==> src/rtl/regfile_wb_arbiter_pkg.sv <==
// Shared definitions for the register-file writeback arbiter: register
// addressing, default data width and arbiter FSM states.
package regfile_wb_arbiter_pkg;

   localparam int unsigned REG_ADDR_W = 5;
   localparam int unsigned WB_DATA_W  = 64;

   localparam logic [REG_ADDR_W-1:0] REG_XZR = 5'd31;

   typedef enum logic {
      NORMAL,
      FORCE_A
   } wb_arb_state_t;

endpackage

==> src/rtl/regfile_wb_arbiter_if.sv <==
// Writeback request bundle: ALU (A) and load-return (M) valid/ready channels.
interface regfile_wb_arbiter_if
   import regfile_wb_arbiter_pkg::*;
#(
   parameter int unsigned DATA_W = WB_DATA_W
) ();

   logic                  a_valid;
   logic [REG_ADDR_W-1:0] a_reg;
   logic [DATA_W-1:0]     a_data;
   logic                  a_ready;

   logic                  m_valid;
   logic [REG_ADDR_W-1:0] m_reg;
   logic [DATA_W-1:0]     m_data;
   logic                  m_ready;

   modport master (
      output a_valid, a_reg, a_data, m_valid, m_reg, m_data,
      input  a_ready, m_ready
   );

   modport slave (
      input  a_valid, a_reg, a_data, m_valid, m_reg, m_data,
      output a_ready, m_ready
   );

endinterface

==> src/rtl/regfile_wb_arbiter_starve_counter.sv <==
// Counts consecutive refused ALU requests and flags the cycle whose refusal
// reaches STARVE_LIMIT.
module wb_starve_counter #(
   parameter int unsigned STARVE_LIMIT = 4
) (
   input  logic i_clk,
   input  logic i_rst,
   input  logic i_stall,
   input  logic i_clear,
   output logic o_limit_hit
);

   logic [3:0] r_count;
   logic [4:0] w_next;

   // One extra bit so the compare stays exact for STARVE_LIMIT = 15.
   assign w_next      = {1'b0, r_count} + 5'd1;
   assign o_limit_hit = i_stall & (w_next == 5'(STARVE_LIMIT));

   always_ff @(posedge i_clk) begin
      if (i_rst || i_clear) begin
         r_count <= '0;
      end else if (i_stall) begin
         r_count <= w_next[3:0];
      end
   end

endmodule

==> src/rtl/regfile_wb_arbiter.sv <==
// Arbitrates the single register-file write port between ALU results and
// load returns; loads win unless the ALU has starved for STARVE_LIMIT cycles.
module regfile_wb_arbiter
   import regfile_wb_arbiter_pkg::*;
#(
   parameter int unsigned DATA_W       = WB_DATA_W,
   parameter int unsigned STARVE_LIMIT = 4
) (
   input  logic                  CLK,
   input  logic                  RESET,
   regfile_wb_arbiter_if.slave   wb,
   output logic                  REG_WRITE,
   output logic [REG_ADDR_W-1:0] write_reg,
   output logic [DATA_W-1:0]     writeData,
   output logic                  a_stall,
   output logic                  force_mode
);

   wb_arb_state_t         r_state;
   logic                  r_we;
   logic [REG_ADDR_W-1:0] r_reg;
   logic [DATA_W-1:0]     r_data;

   logic                  w_a_ready;
   logic                  w_m_ready;
   logic                  w_a_stall;
   logic                  w_force_hit;
   logic                  w_grant;
   logic                  w_commit;
   logic [REG_ADDR_W-1:0] w_reg;
   logic [DATA_W-1:0]     w_data;

   always_comb begin
      w_a_ready = 1'b0;
      w_m_ready = 1'b0;
      if (!RESET) begin
         if (r_state == FORCE_A) begin
            w_a_ready = wb.a_valid;
            w_m_ready = wb.m_valid & ~wb.a_valid;
         end else begin
            w_m_ready = wb.m_valid;
            w_a_ready = wb.a_valid & ~wb.m_valid;
         end
      end
   end

   assign w_a_stall = ~RESET & wb.a_valid & ~w_a_ready;
   assign w_grant   = w_a_ready | w_m_ready;
   assign w_reg     = w_a_ready ? wb.a_reg  : wb.m_reg;
   assign w_data    = w_a_ready ? wb.a_data : wb.m_data;
   // XZR grants complete the handshake but leave the write port untouched.
   assign w_commit  = w_grant & (w_reg != REG_XZR);

   wb_starve_counter #(
      .STARVE_LIMIT(STARVE_LIMIT)
   ) u_starve (
      .i_clk      (CLK),
      .i_rst      (RESET),
      .i_stall    (w_a_stall),
      .i_clear    (w_a_ready | ~wb.a_valid),
      .o_limit_hit(w_force_hit)
   );

   always_ff @(posedge CLK) begin
      if (RESET) begin
         r_state <= NORMAL;
         r_we    <= 1'b0;
         r_reg   <= '0;
         r_data  <= '0;
      end else begin
         case (r_state)
            NORMAL:  if (w_force_hit) r_state <= FORCE_A;
            FORCE_A: if (w_a_ready || !wb.a_valid) r_state <= NORMAL;
            default: r_state <= NORMAL;
         endcase
         r_we <= w_commit;
         if (w_commit) begin
            r_reg  <= w_reg;
            r_data <= w_data;
         end
      end
   end

   assign wb.a_ready = w_a_ready;
   assign wb.m_ready = w_m_ready;
   assign a_stall    = w_a_stall;
   assign force_mode = (r_state == FORCE_A);
   assign REG_WRITE  = r_we;
   assign write_reg  = r_reg;
   assign writeData  = r_data;

endmodule

==> src/flat_wrapper.sv <==
// flat-port wrapper written by rule: the top's interface ports become plain ports
module regfile_wb_arbiter_flat import regfile_wb_arbiter_pkg::*;
#(
   parameter int unsigned DATA_W       = WB_DATA_W,
   parameter int unsigned STARVE_LIMIT = 4
)
  (CLK, RESET, REG_WRITE, write_reg, writeData, a_stall, force_mode, wb_a_valid, wb_a_reg, wb_a_data, wb_m_valid, wb_m_reg, wb_m_data, wb_a_ready, wb_m_ready);
  regfile_wb_arbiter_if #(.DATA_W(DATA_W)) wb_i ();
  input  logic CLK;
  input  logic RESET;
  output logic REG_WRITE;
  output logic [REG_ADDR_W-1:0] write_reg;
  output logic [DATA_W-1:0] writeData;
  output logic a_stall;
  output logic force_mode;
  input wire logic [$bits(wb_i.a_valid)-1:0] wb_a_valid;
  input wire logic [$bits(wb_i.a_reg)-1:0] wb_a_reg;
  input wire logic [$bits(wb_i.a_data)-1:0] wb_a_data;
  input wire logic [$bits(wb_i.m_valid)-1:0] wb_m_valid;
  input wire logic [$bits(wb_i.m_reg)-1:0] wb_m_reg;
  input wire logic [$bits(wb_i.m_data)-1:0] wb_m_data;
  output wire logic [$bits(wb_i.a_ready)-1:0] wb_a_ready;
  output wire logic [$bits(wb_i.m_ready)-1:0] wb_m_ready;
  assign wb_i.a_valid = wb_a_valid;
  assign wb_i.a_reg = wb_a_reg;
  assign wb_i.a_data = wb_a_data;
  assign wb_i.m_valid = wb_m_valid;
  assign wb_i.m_reg = wb_m_reg;
  assign wb_i.m_data = wb_m_data;
  assign wb_a_ready = wb_i.a_ready;
  assign wb_m_ready = wb_i.m_ready;
  regfile_wb_arbiter #(.DATA_W(DATA_W), .STARVE_LIMIT(STARVE_LIMIT)) u_core (.CLK(CLK), .RESET(RESET), .wb(wb_i), .REG_WRITE(REG_WRITE), .write_reg(write_reg), .writeData(writeData), .a_stall(a_stall), .force_mode(force_mode));
endmodule
==> config.mk <==
export PLATFORM = sky130hd
export DESIGN_NAME = regfile_wb_arbiter_flat
export DESIGN_NICKNAME = d
export VERILOG_FILES = /design/src/rtl/regfile_wb_arbiter_pkg.sv /design/src/rtl/regfile_wb_arbiter_if.sv /design/src/rtl/regfile_wb_arbiter_starve_counter.sv /design/src/rtl/regfile_wb_arbiter.sv /design/src/flat_wrapper.sv
export SDC_FILE = /design/constraint.sdc
export NUM_CORES = 1
export LEC_CHECK = 0
export CORE_MARGIN = 5
export CORE_UTILIZATION = 57
export DETAILED_ROUTE_END_ITERATION = 10
export DONT_BUFFER_PORTS = 1
export PLACE_DENSITY_LB_ADDON = 0.3
export SLEW_MARGIN = 20
export SYNTH_ARGS = -nofsm -noshare
export SYNTH_HDL_FRONTEND = slang
export SYNTH_SLANG_ARGS = --single-unit
==> constraint.sdc <==
create_clock -name CLK -period 1.5 [get_ports CLK]
set_input_delay 0.3 -clock CLK [delete_from_list [all_inputs] [get_ports CLK]]
set_output_delay 0.3 -clock CLK [all_outputs]
set_load 0.01 [all_outputs]
=== Yosys cells after proc, flatten, opt, wreduce, memory -nomap -nowiden ===
Cells that the tools add are included.

* Eq/ne operators: 2
* Bitwise gates (word level): 13
* Mux-type cells: 9
* Reductions and logical operators: 3
* Add/subtract/negate cells: 1

{| class="wikitable"
|+ Operator list
! cell !! count
|-
| $mux 64 || 1
|-
| $and 1x1->1 || 6
|-
| $mux 1 || 6
|-
| $add 4x1->5 const B || 1
|-
| $eq 5x3->1 const B || 1
|-
| $mux 5 || 1
|-
| $ne 5x5->1 const B || 1
|-
| $not 1->1 || 5
|-
| $logic_or 1x1->1 || 2
|-
| $or 1x1->1 || 2
|-
| $pmux 1 s2 || 1
|-
| $logic_not 1->1 || 1
|}

* Register bits: 75
* Output and inout bits: 74
* Input bits: 142
* Logic and storage cells: 33

=== Logic depth before layout (Yosys ltp) ===
* Depth after elaboration: 9
* Depth in mapped cells: 8
* Gate-level depth less buffers: 5

=== Hierarchy ===
A second synthesis with hierarchy kept.

* Cells, all modules: 355
* Area total of the unflattened synthesis: 3,618.5 um^2

{| class="wikitable"
|+ Modules (own cells, without submodules)
! module !! instances !! cells each !! area each (um^2) !! sequential area each (um^2)
|-
| regfile_wb_arbiter || 1 || 333 || 3,403.3 || 1,421.4
|-
| wb_starve_counter || 1 || 22 || 215.2 || 80.1
|}

=== Worst setup path after synthesis ===
Ideal clock, no wire load.

* Path kind: reg2reg
* Start point: register u_core.r_state (netlist: u_core.force_mode)
* End point: register u_core.r_reg[0] (netlist: u_core.write_reg[0])
* Buffers on the path: 2
* Setup slack: -0.059 ns
* Data required time: 1.397 ns
* Period minus slack after synthesis: 1.559 ns
* Data arrival time: 1.456 ns
* Library setup time: 0.103 ns
* Cell stages (with the launch flop): 7
* Cell sequence: dfxtp_1 a21bo_2 nor2_2 a22oi_1 buf_6 buf_6 a2111oi_2

* Elaborated cells between the ends (all ways): 8
* Classes of those cells: eq/ne (1); mux (5); bitwise (2)

{| class="wikitable"
|+ RTL lines
! item !! RTL line !! RTL
|-
| start: declaration || regfile_wb_arbiter.sv:19 || <nowiki>wb_arb_state_t r_state;</nowiki>
|-
| start signal: assignment || regfile_wb_arbiter.sv:66 || <nowiki>r_state <= NORMAL;</nowiki>
|-
| start signal: assignment || regfile_wb_arbiter.sv:72 || <nowiki>NORMAL: if (w_force_hit) r_state <= FORCE_A;</nowiki>
|-
| start signal: assignment || regfile_wb_arbiter.sv:73 || <nowiki>FORCE_A: if (w_a_ready || !wb.a_valid) r_state <= NORMAL;</nowiki>
|-
| $mux 1 || regfile_wb_arbiter.sv:37 || <nowiki>if (r_state == FORCE_A) begin</nowiki>
|-
| $mux 1 || regfile_wb_arbiter.sv:36 || <nowiki>if (!RESET) begin</nowiki>
|-
| net wb_m_ready || flat_wrapper.sv:23 || <nowiki>output wire logic [$bits(wb_i.m_ready)-1:0] wb_m_ready;</nowiki>
|-
| $or 1x1->1 || regfile_wb_arbiter.sv:48 || <nowiki>assign w_grant = w_a_ready | w_m_ready;</nowiki>
|-
| $and 1x1->1 || regfile_wb_arbiter.sv:52 || <nowiki>assign w_commit = w_grant & (w_reg != REG_XZR);</nowiki>
|-
| end signal: assignment || regfile_wb_arbiter.sv:78 || <nowiki>r_reg <= w_reg;</nowiki>
|-
| end: declaration || regfile_wb_arbiter.sv:21 || <nowiki>logic [REG_ADDR_W-1:0] r_reg;</nowiki>
|}

The timed path passes the listed nets, and every way through them passes these cells.
A chain may end at the register's enable or synchronous reset.

=== Final worst setup path ===
* Start point: register u_core.r_state (netlist: u_core.force_mode)
* End point: register u_core.r_reg[4] (netlist: u_core.write_reg[4])

* Longest elaborated chain between the ends: 5
* Elaborated cells between the ends (all ways): 8
* Classes of those cells: eq/ne (1); mux (5); bitwise (2)

{| class="wikitable"
|+ Ends and longest elaborated chain
! item !! RTL line !! RTL
|-
| $mux 1 || regfile_wb_arbiter.sv:37 ||
|-
| $mux 1 || regfile_wb_arbiter.sv:36 ||
|-
| $mux 5 || regfile_wb_arbiter.sv:49 || <nowiki>assign w_reg = w_a_ready ? wb.a_reg : wb.m_reg;</nowiki>
|-
| $ne 5x5->1 || regfile_wb_arbiter.sv:52 ||
|-
| $and 1x1->1 || regfile_wb_arbiter.sv:52 ||
|}

Several ways; a longest one is shown, not always the timed one.

==> results.ini <==
[run_status]
outcome=finished with violations
violations=setup timing

[cts]
tritoncts=yes
clk_latency_ps=330
clockBufferDepth=2
root_buffer=clkbuf_8
clk_pin_slew_worst_paths_ps=80
cts_made_buffers=9
htreeDepth=3
cts.sinks=75

[finish]
nets=493
num_antenna_cells=0
layout_common_cells=mux2i_1, dfxtp_1, nand2b_1
largest_reg_flops=64
stdcell_count=430
syn_to_final_growth_pct=16.2
final_common_cell=mux2i_1
layout-drive-gt1-share=0.156

[timing]
fmax_mhz=635
setup_viol=4
slew_headroom=0.728
hold_viol=0
setup_tns_ps=-203
period_needed_ps=1570
clock_skew_ps=11.5
setup_ws_ps=-73.9
worst_slew_pin_slew_ps=408
slew_violations=0
min_period_over_period=1.05
rsz0062_at_grt=yes

[place]
place_congestion=0.871
post-place-ws_ps=-53.1
port_buffers=0
post-dp-hpwl_mm=6.08
dp_cells=403

[yosys]
syn_area_mm2=0.00363
synth_cells=336
seq_area_frac_synth=0.414
yosys.area.top_type_share=0.414
syn_area_per_cell_um2=10.8
synth.net_count=480
ys_seq_elements=75
ys_top_cells_by_area=dfxtp_1, mux2i_1, nand2b_1
synth.distinct_cells=25
yosysTopAreaCell=dfxtp_1
ys.warnings.count=0

[hold_path]
hp-class=primary input to flop
hp-start=RESET

[route]
vias=2495
dr.pass1.iters=4
avgViaCountPerCell=5.80
drtIter0Drc=72
ant_nets=0
wl_per_cell_um=20.4
drt-total-wl_mm=8.78
drc=0

[grt]
antenna_found_initial=0
grt_pass1_vias=2549
met3_usage=0.0851
met2_usage=0.336
grt_use_met1=0.197
track_usage=0.193
grt_pass1_wl_mm=12.9
gr-total-overflow=0
gr-max-usage-layer=met2
grt_max_degree=73

[job]
maxCapViolCount=0

[floorplanning]
die_h_um=89.8
die_w_um=89.8
start_util=0.578
dieArea_mm2=0.00807
ios=216
coreArea_mm2=0.00628
rows=29

[setup_path]
crit_fanout=6
critPathArrivalTime_ps=1810
reg2reg_slack_ps=-70
worstSetupStartpoint=u_core.force_mode
reg2reg_from=u_core.force_mode
critPathRequiredTime_ps=1730
path_class=flop to flop
cp-start-kind=flop
critPathCaptureType=flop

[power_and_ir_drop]
cellPowerDensity_mw_per_mm2=1070
finalPower_mw=4.52
leakage_nw=2.21
peakVddDrop_v=0.000645

[through the flow]
stage	instance area, µm²	util	hold slack [ps]
finish	4220	0.672	78.2
global route	4220	0.672	27.0
CTS	3950	0.630	16.7
detailed placement	3750	0.598	381
global placement	3750	0.598	378
floorplan	3650	-	433
[worst paths after layout]
kind	endpoint	depth (start not counted)
worst max-delay path	u_core.write_reg[4]	7
worst max register to register	u_core.write_reg[4]	7
worst min register to register	u_core.u_starve.r_count[0]	1
worst min-delay path	u_core.write_reg[0]	1
[routing by layer]
metal  up-vias  share of wire
met4         0          0.014
li1       1176              -
met1      1176           0.35
met2       131           0.53
met5         -              0
met3        12          0.097
[cell usage after synthesis]
cell       number
o31ai_1         1
a22oi_1         1
inv_2           2
mux2i_1       127
a221o_1         1
buf_4           6
and3_1          4
nand2_1         2
clkbuf_1        7
nor2_2          1
a21bo_2         1
dfxtp_1        75
ha_1            2
a2111oi_2       5
nor2b_1         1
buf_6           3
buf_2           6
nor2b_4         1
nand2b_1       65
nor2_1         13
nand3_1         3
nand2_4         1
inv_1           6
xor2_1          1
xnor2_1         1
[power by group]
| group | leakage (nW) | total, mW | internal [mW] | switching [mW] |
|---|---|---|---|---|
| Sequential | 0.624 | 2.44 | 2.19 | 0.243 |
| Clock | 0.0888 | 1.43 | 0.731 | 0.696 |
| Combinational | 1.50 | 0.658 | 0.380 | 0.278 |
[layout make-up]
cell class / count / area [µm²]
timing repair buffer: 24 / 349
clock buffer: 14 / 173
tap: 77 / 96.3
multi-input combinational: 231 / 2060
inverter: 8 / 32.5
sequential: 75 / 1500
fill: 498 / 2060
clock inverter: 1 / 7.51
[worst max-delay path, cell delays in order, from the launching register on]
cell and delay [ps]:
dfxtp_2 330, a21bo_4 230, nor2_4 130, a22oi_2 80, buf_6 150, buf_12 140, buf_8 130, a2111oi_4 290
[timing repair]
| action | CTS | global route |
|---|---|---|
| setup buffers | 2 | 7 |
| cloned | 0 | 4 |
| resized for setup | 3 | 21 |
| hold buffers | 0 | 0 |
| setup endpoints to repair | 24 | 67 |
| pin swaps | 1 | 7 |
[kinds of logic after synthesis]
| kind of cell | synth area share |
|---|---|
| buffers and inverters | 0.0455 |
| flip-flops | 0.414 |
| AO/OA/AOI/OAI | 0.0303 |
| XOR/XNOR | 0.00483 |
| AND/OR/NAND/NOR | 0.149 |
| multiplexers | 0.350 |
| adder cells (fa/ha/maj) | 0.00689 |
No activity file was read; power rests on OpenSTA's default activity.
